<file path="src/rtl/jk_sync_counter_ctrl.sv">
// ============================================================================
// Module   : jk_sync_counter_ctrl (with helper jk_ff)
// Brief    : Modulo up/down counter built from JK flip-flop stages.
//            The controller supplies the J/K excitation for every stage and
//            keeps a wrap-event counter.
// Revision : 1.0 - initial release
// ============================================================================
`default_nettype none

module jk_ff (
    input  logic clk,
    input  logic sync_reset,
    input  logic J,
    input  logic K,
    output logic Q,
    output logic Qnot
);

    logic q_q;
    logic q_d;

    always_comb begin
        q_d = q_q;
        case ({J, K})
            2'b00:   q_d = q_q;
            2'b01:   q_d = 1'b0;
            2'b10:   q_d = 1'b1;
            default: q_d = ~q_q;
        endcase
    end

    always_ff @(posedge clk) begin
        if (sync_reset) begin
            q_q <= 1'b0;
        end else begin
            q_q <= q_d;
        end
    end

    assign Q    = q_q;
    assign Qnot = ~q_q;

endmodule

module jk_sync_counter_ctrl #(
    parameter int WIDTH = 4
) (
    input  logic             clk,
    input  logic             sync_reset_n,
    input  logic             en,
    input  logic             up,
    input  logic             load,
    input  logic [WIDTH-1:0] d,
    input  logic [WIDTH-1:0] mod_max,
    output logic [WIDTH-1:0] Q,
    output logic [WIDTH-1:0] Qnot,
    output logic             tc,
    output logic [7:0]       wrap_cnt
);

    localparam logic [WIDTH-1:0] c_one  = WIDTH'(1);
    localparam logic [WIDTH-1:0] c_zero = '0;

    logic [WIDTH-1:0] w_q;
    logic [WIDTH-1:0] w_qnot;
    logic [WIDTH-1:0] w_j;
    logic [WIDTH-1:0] w_k;
    logic [WIDTH-1:0] w_next;
    logic [WIDTH-1:0] w_toggle;
    logic             w_at_top;
    logic             w_at_zero;
    logic             w_count;
    logic             w_tc;
    logic [7:0]       wrap_cnt_q;
    logic [7:0]       wrap_cnt_d;

    // One flip-flop per counter bit; reset lives inside each stage.
    genvar gi;
    generate
        for (gi = 0; gi < WIDTH; gi = gi + 1) begin : g_stage
            jk_ff u_jk_ff (
                .clk        (clk),
                .sync_reset (~sync_reset_n),
                .J          (w_j[gi]),
                .K          (w_k[gi]),
                .Q          (w_q[gi]),
                .Qnot       (w_qnot[gi])
            );
        end
    endgenerate

    // ">=" rather than "==" so a value loaded above mod_max still wraps up.
    assign w_at_top  = (w_q >= mod_max);
    assign w_at_zero = (w_q == c_zero);
    assign w_count   = en & ~load;

    always_comb begin
        w_next = w_q;
        if (up) begin
            w_next = w_at_top ? c_zero : (w_q + c_one);
        end else begin
            w_next = w_at_zero ? mod_max : (w_q - c_one);
        end
    end

    assign w_toggle = w_q ^ w_next;

    always_comb begin
        w_j = c_zero;
        w_k = c_zero;
        if (load) begin
            w_j = d;
            w_k = ~d;
        end else if (en) begin
            w_j = w_toggle;
            w_k = w_toggle;
        end
    end

    assign w_tc = w_count & (up ? w_at_top : w_at_zero);

    always_comb begin
        wrap_cnt_d = wrap_cnt_q;
        if (w_tc) begin
            wrap_cnt_d = wrap_cnt_q + 8'd1;
        end
    end

    always_ff @(posedge clk) begin
        if (!sync_reset_n) begin
            wrap_cnt_q <= 8'd0;
        end else begin
            wrap_cnt_q <= wrap_cnt_d;
        end
    end

    assign Q        = w_q;
    assign Qnot     = w_qnot;
    assign tc       = w_tc;
    assign wrap_cnt = wrap_cnt_q;

endmodule

`default_nettype wire
</file>
<file path="config.mk">
export PLATFORM = sky130hd
export DESIGN_NAME = jk_sync_counter_ctrl
export DESIGN_NICKNAME = d
export VERILOG_FILES = /design/src/rtl/jk_sync_counter_ctrl.sv
export SDC_FILE = /design/constraint.sdc
export NUM_CORES = 1
export LEC_CHECK = 0
export ABC_AREA = 1
export CAP_MARGIN = 20
export CORE_ASPECT_RATIO = 0.75
export CORE_MARGIN = 2
export CORE_UTILIZATION = 40
export DETAILED_ROUTE_END_ITERATION = 6
export GPL_TIMING_DRIVEN = 0
export PLACE_DENSITY = 0.75
export SLEW_MARGIN = 10
export SYNTH_ARGS = -nofsm -noshare
export SYNTH_HDL_FRONTEND = slang
export SYNTH_SLANG_ARGS = --single-unit
export TNS_END_PERCENT = 20
</file>
<file path="constraint.sdc">
create_clock -name clk -period 2.2 [get_ports clk]
set_input_delay 0.44 -clock clk [delete_from_list [all_inputs] [get_ports clk]]
set_output_delay 0.44 -clock clk [all_outputs]
set_load 0.005 [all_outputs]
</file>
Word level (Yosys, flattened, before mapping)
Cells that the tools add are included.
{"block": "word_totals", "regBits": 12, "out_inout_bits": 17, "in_bits": 13}
{"block": "classes", "bitwise": 9, "muxes": 11, "n_reduce_logical": 5, "n_addsub": 3, "eq_ne": 8, "magnitude_cmp": 1}
{"operator": "$mux W4", "count": 6}
{"operator": "$pmux W1 S3", "count": 4}
{"operator": "$add A8 B1 Y8 const B", "count": 1}
{"operator": "$eq A2 B1 Y1 const B", "count": 4}
{"operator": "$eq A2 B2 Y1 const B", "count": 4}
{"operator": "$logic_not A2 Y1", "count": 4}
{"operator": "$not A1 Y1", "count": 5}
{"operator": "$add A4 B1 Y4 const B", "count": 1}
{"operator": "$ge A4 B4 Y1", "count": 1}
{"operator": "$logic_not A4 Y1", "count": 1}
{"operator": "$not A4 Y4", "count": 1}
{"operator": "$sub A4 B1 Y4 const B", "count": 1}
{"operator": "$xor A4 B4 Y4", "count": 1}
{"operator": "$and A1 B1 Y1", "count": 2}
{"operator": "$mux W1", "count": 1}

Longest topological paths before layout
Gate-level depths: netlist (run 1).
{"block": "logic_depth", "depth_word": 8, "depth_mapped": 12, "ltp_nobuf": 12}

Modules after synthesis
From an unflattened synthesis (run 1), not the netlist that was laid out.
{"block": "unflattened", "hier_cells": 186, "hier_area_um2": 1179.9}
{"mod": "jk_sync_counter_ctrl", "area_each_um2": 834.6, "cells_per_inst": 134, "seq_area_each_um2": 160.2, "n_inst": 1}
{"mod": "jk_ff", "area_each_um2": 86.3, "cells_per_inst": 13, "seq_area_each_um2": 20.0, "n_inst": 4}

Least setup slack after synthesis (run 1)
No wires, ideal clock.
{"block": "synth_timing", "kind": "input-to-output", "start": "input port mod_max[3]", "end": "output port tc", "t_arrival_ns": 1.345, "stages": 6, "slack_ns": 0.415, "required_ns": 1.760, "cell_sequence": "inv_1 > ha_1 > a21oi_2 > nand4_4 > nand2_4 > inv_2"}
{"block": "synth_between", "elab_chain_len": 3}
{"element": "start: declaration", "line_no": "54", "rtl": "input logic [WIDTH-1:0] mod_max,"}
{"element": "$ge A4 B4 Y1", "line_no": "93", "rtl": "assign w_at_top = (w_q >= mod_max);"}
{"element": "$mux W1", "line_no": "120", "rtl": "assign w_tc = w_count & (up ? w_at_top : w_at_zero);"}
{"element": "$and A1 B1 Y1", "line_no": "120"}
{"element": "end: declaration", "line_no": "57", "rtl": "output logic tc,"}
Every way passes these cells.

Final worst setup path (run 1)
{"block": "layout_timing", "start": "register g_stage[2].u_jk_ff.q_q", "end": "output port tc"}
{"block": "layout_between", "elab_chain_len": 3, "elab_cells_between_ends": 4, "classes_between": "order compare: 1; mux: 1; bitwise: 1; reduce/logical: 1"}
{"element": "start: declaration", "line_no": "19", "rtl": "logic q_q;"}
{"element": "start signal: assignment", "line_no": "36", "rtl": "q_q <= q_d;"}
{"element": "$ge A4 B4 Y1 / $logic_not A4 Y1 (equally long branches)", "line_no": "93, 94"}
{"element": "$mux W1 (*)", "line_no": "120"}
{"element": "$and A1 B1 Y1 (*)", "line_no": "120"}
Every way passes the cells marked *; elsewhere a longest branch is shown, timed or not.

==> Flow_metrics.wiki, run 1 <==
{| class="wikitable"
! Metric !! Value
|-
| Via count of the first global-routing pass || 1042
|-
| Insertion delay of the later-clocked pin in the worst-skew pair || 0.27 ns
|-
| Final min period || 2.10 ns
|-
| TritonCTS Buffers || 3
|-
| Predominant post-synthesis flop cell || dfxtp_1
|-
| Result of the run || complete, no violations
|-
| Reg2Reg Launch Point || g_stage[2].u_jk_ff.Q
|-
| Flip-flop and latch count after synthesis || 12
|-
| Largest fanout of any net on the critical path || 7
|-
| Cell area after synthesis || 1060 µm²
|-
| Count of flip-flops with a built-in enable after synthesis || 0
|-
| Max-slew headroom at the worst pin || 78.8%
|-
| Largest net degree at the start of global routing || 10
|-
| Maximum number of buffers from clock root to sink || 2
|-
| Top cell type's share of synthesized area || 22.6%
|-
| Post-Route Utilization || 60.8%
|-
| Avg Cell Area, Syn || 6.22 µm²
|-
| Data arrival time of the critical path || 1.66 ns
|-
| NumNets Final || 237
|-
| Placeable core region || 2560 µm²
|-
| Weighted congestion reported at the end of routability-driven placement || 0.915
|-
| Deepest level of the CTS H-tree || 1
|-
| Achievable clock frequency || 0.476 GHz
|-
| Clock input transition at the sequential cells of the worst setup and hold paths || 0.08 ns
|-
| Total detailed-routing wirelength || 2880 µm
|-
| Final Hold Vio Count || 0
|-
| Type of destination of the critical path || output pin
|-
| Initial DRC count || 39
|-
| DRC violation count after routing || 0
|-
| Synth cell count leaders || 46 x nand2_1, 26 x inv_1, 19 x nor2_1
|-
| Count of standard-cell rows || 16
|-
| Global route overflow || 0
|-
| Starting density of the core || 41.5%
|-
| Final worst-path cycle share || 95.4%
|-
| Overall fraction of global-route tracks in use || 19.2%
|-
| TritonCTS clock tree || done
|-
| Sink Count || 12
|-
| Leak pwr || 0.000765 µW
|-
| Die Footprint || 3090 µm²
|-
| Worst hold path stage count || 2
|-
| Number of maximum-capacitance constraint violations || 0
|-
| Area after DPL || 1390 µm²
|-
| Pwr Density || 438 nW/µm²
|-
| Num ports || 30
|-
| Layout Skew || 0.000573 ns
|-
| Sequential area share after synthesis || 22.6%
|-
| Category of the most critical setup path || reg -> out
|-
| Detailed-route vias per instance || 4.74
|-
| Worst hold path startpoint || wrap_cnt[7]
|-
| Final instance area || 1560 µm²
|-
| Hold Path Class || reg -> reg
|-
| Routed via count || 1195
|-
| Area growth from synthesis to final layout || 46.6%
|-
| Number of endpoints failing setup at the final stage || 0
|-
| Register-to-register setup slack || 0.46 ns
|-
| First-pass DRT Iterations || 4
|-
| Required time of the worst setup path || 1.76 ns
|-
| Count leader, synth || nand2_1
|-
| Final number of max-transition violations || 0
|-
| Detail Placement HPWL || 1980 µm
|-
| Synth Warn # || 0
|-
| Number of distinct library cells after synthesis || 22
|-
| Startpoint types || flip-flop
|-
| Filler instances || 243
|-
| Wire length of the first global-routing pass || 4640 µm
|-
| Die Span X || 63.5 µm
|-
| Fraction of final layout cells with drive strength greater than 1 || 21.8%
|-
| Die H || 48.7 µm
|-
| Post-synth net total || 191
|-
| Synth Instances || 171
|-
| Quantity of hold-fixing buffers added after cts || 0
|-
| Count of cells along the worst register-to-register path || 10
|-
| Count of nets left with antenna violations after detail routing || 0
|-
| Slew at the pin closest to its max-slew limit || 0.318 ns
|-
| Initial antenna violation count || 0
|-
| CP Launch Point || g_stage[2].u_jk_ff.Q
|-
| Port Buf Inserts || 28
|-
| Area leader, netlist || dfxtp_1
|-
| Maximum ir drop on the vdd rail || 0.000296 V
|-
| Async set-reset flop share out of synthesis || 0%
|-
| Cells taking the most area after synthesis || dfxtp_1 23%, nand2_1 16%, inv_1 9.2%, ha_1 8.2%, nand3_1 7.5%
|-
| Number of antenna cells inserted || 0
|-
| Average wire per standard cell || 11.4 µm
|-
| Buffer type at the clock tree root || clkbuf_4
|}
[power breakdown]
group	switching (µW)	internal, µW	leakage (µW)
sequential	16.8	227	0.0000985
clock	77.2	101	0.0000210
combinational	126	136	0.000645
total	220	463	0.000765
[placed cells by master (no fill, tap or decap), drive strengths merged]
| master | synthesis | layout |
|---|---|---|
| inv | 27 | 27 |
| ha | 7 | 7 |
| clkinv | 1 | 1 |
| nand2 | 49 | 49 |
| o21ai | 5 | 5 |
| xor2 | 2 | 2 |
| clkbuf | 0 | 4 |
| dlymetal6s2s | 0 | 1 |
| clkdlybuf4s50 | 0 | 23 |
| o211ai | 1 | 1 |
| buf | 9 | 23 |
| dfxtp | 12 | 12 |
| xnor2 | 2 | 2 |
| dlygate4sd2 | 0 | 3 |
| a21oi | 12 | 12 |
| nand3b | 2 | 2 |
| nand3 | 16 | 16 |
| nor2 | 22 | 22 |
| nand4 | 4 | 4 |
[timing repair]
action                                  CTS  global route
resized for setup                        15             4
buffers inserted                         12             1
endpoints found under the setup margin    1             1
pin swaps                                 5             2
[final cells by class]
class                   count  area, µm²  share of cell area [%]
multi-input cells         122        686                    44.0
well taps                  36       45.0                    2.89
repair buffers             41        372                    23.8
clock buffers               4       36.3                    2.33
plain buffers               9       67.6                    4.33
flip-flops and latches     12        243                    15.6
inverters                  28        110                    7.06
[critical path: stages, from the launching register on]
cell	delay, ns
dfxtp_1	0.51
ha_1	0.29
nand2_1	0.07
inv_2	0.05
nand2_2	0.08
nand4_4	0.13
nand2_4	0.09
inv_2	0.04
buf_2	0.12
[through the flow]
step / std cells / power [µW] / worst slack (ns) / hold slack, ns / setup TNS [ns]
after floorplan: 171 / 386 / 0.415 / 0.475 / 0
after global placement: 235 / 465 / -0.645 / 0.473 / -0.645
after detailed placement: 235 / 469 / -0.672 / 0.497 / -0.738
after CTS: 251 / 676 / 0.0159 / 0.506 / 0
after global routing: 252 / 729 / -0.00205 / 0.531 / -0.00205
final: 252 / 683 / 0.101 / 0.503 / 0
[worst paths after layout]
kind                 endpoint
setup reg to reg  wrap_cnt[4]
hold reg to reg   wrap_cnt[7]
hold / removal    wrap_cnt[7]
setup / recovery           tc
[state kept, by name, summed over array words and instances (netlist names)]
name	count
wrap_cnt	8
g_stage.u_jk_ff.Q	4
[cells by family after synthesis]
| group | synth area share [%] |
|---|---|
| compound gates | 9.06 |
| xor+xnor | 3.29 |
| fa+ha+maj | 8.23 |
| buf+inv | 16.7 |
| flops | 22.6 |
| simple gates | 40.1 |
[routing by layer]
metal  part of all wire [%]  global-route usage (%)
met5                      0                       0
met4                    1.3                    6.16
met3                    6.7                    4.65
met2                     47                    30.9
met1                     45                    25.2
Power figures use the tool's default switching activity.
==> run 2: changes to the inputs <==
--- a/config.mk
+++ b/config.mk
@@ -10,6 +10,7 @@
 export CORE_ASPECT_RATIO = 0.75
 export CORE_MARGIN = 2
 export CORE_UTILIZATION = 40
+export CTS_CLUSTER_DIAMETER = 60
 export DETAILED_ROUTE_END_ITERATION = 6
 export GPL_TIMING_DRIVEN = 0
 export PLACE_DENSITY = 0.75
==> results of run 2 <==
The final DEF is identical to that of run 1; final timing and power are the same.
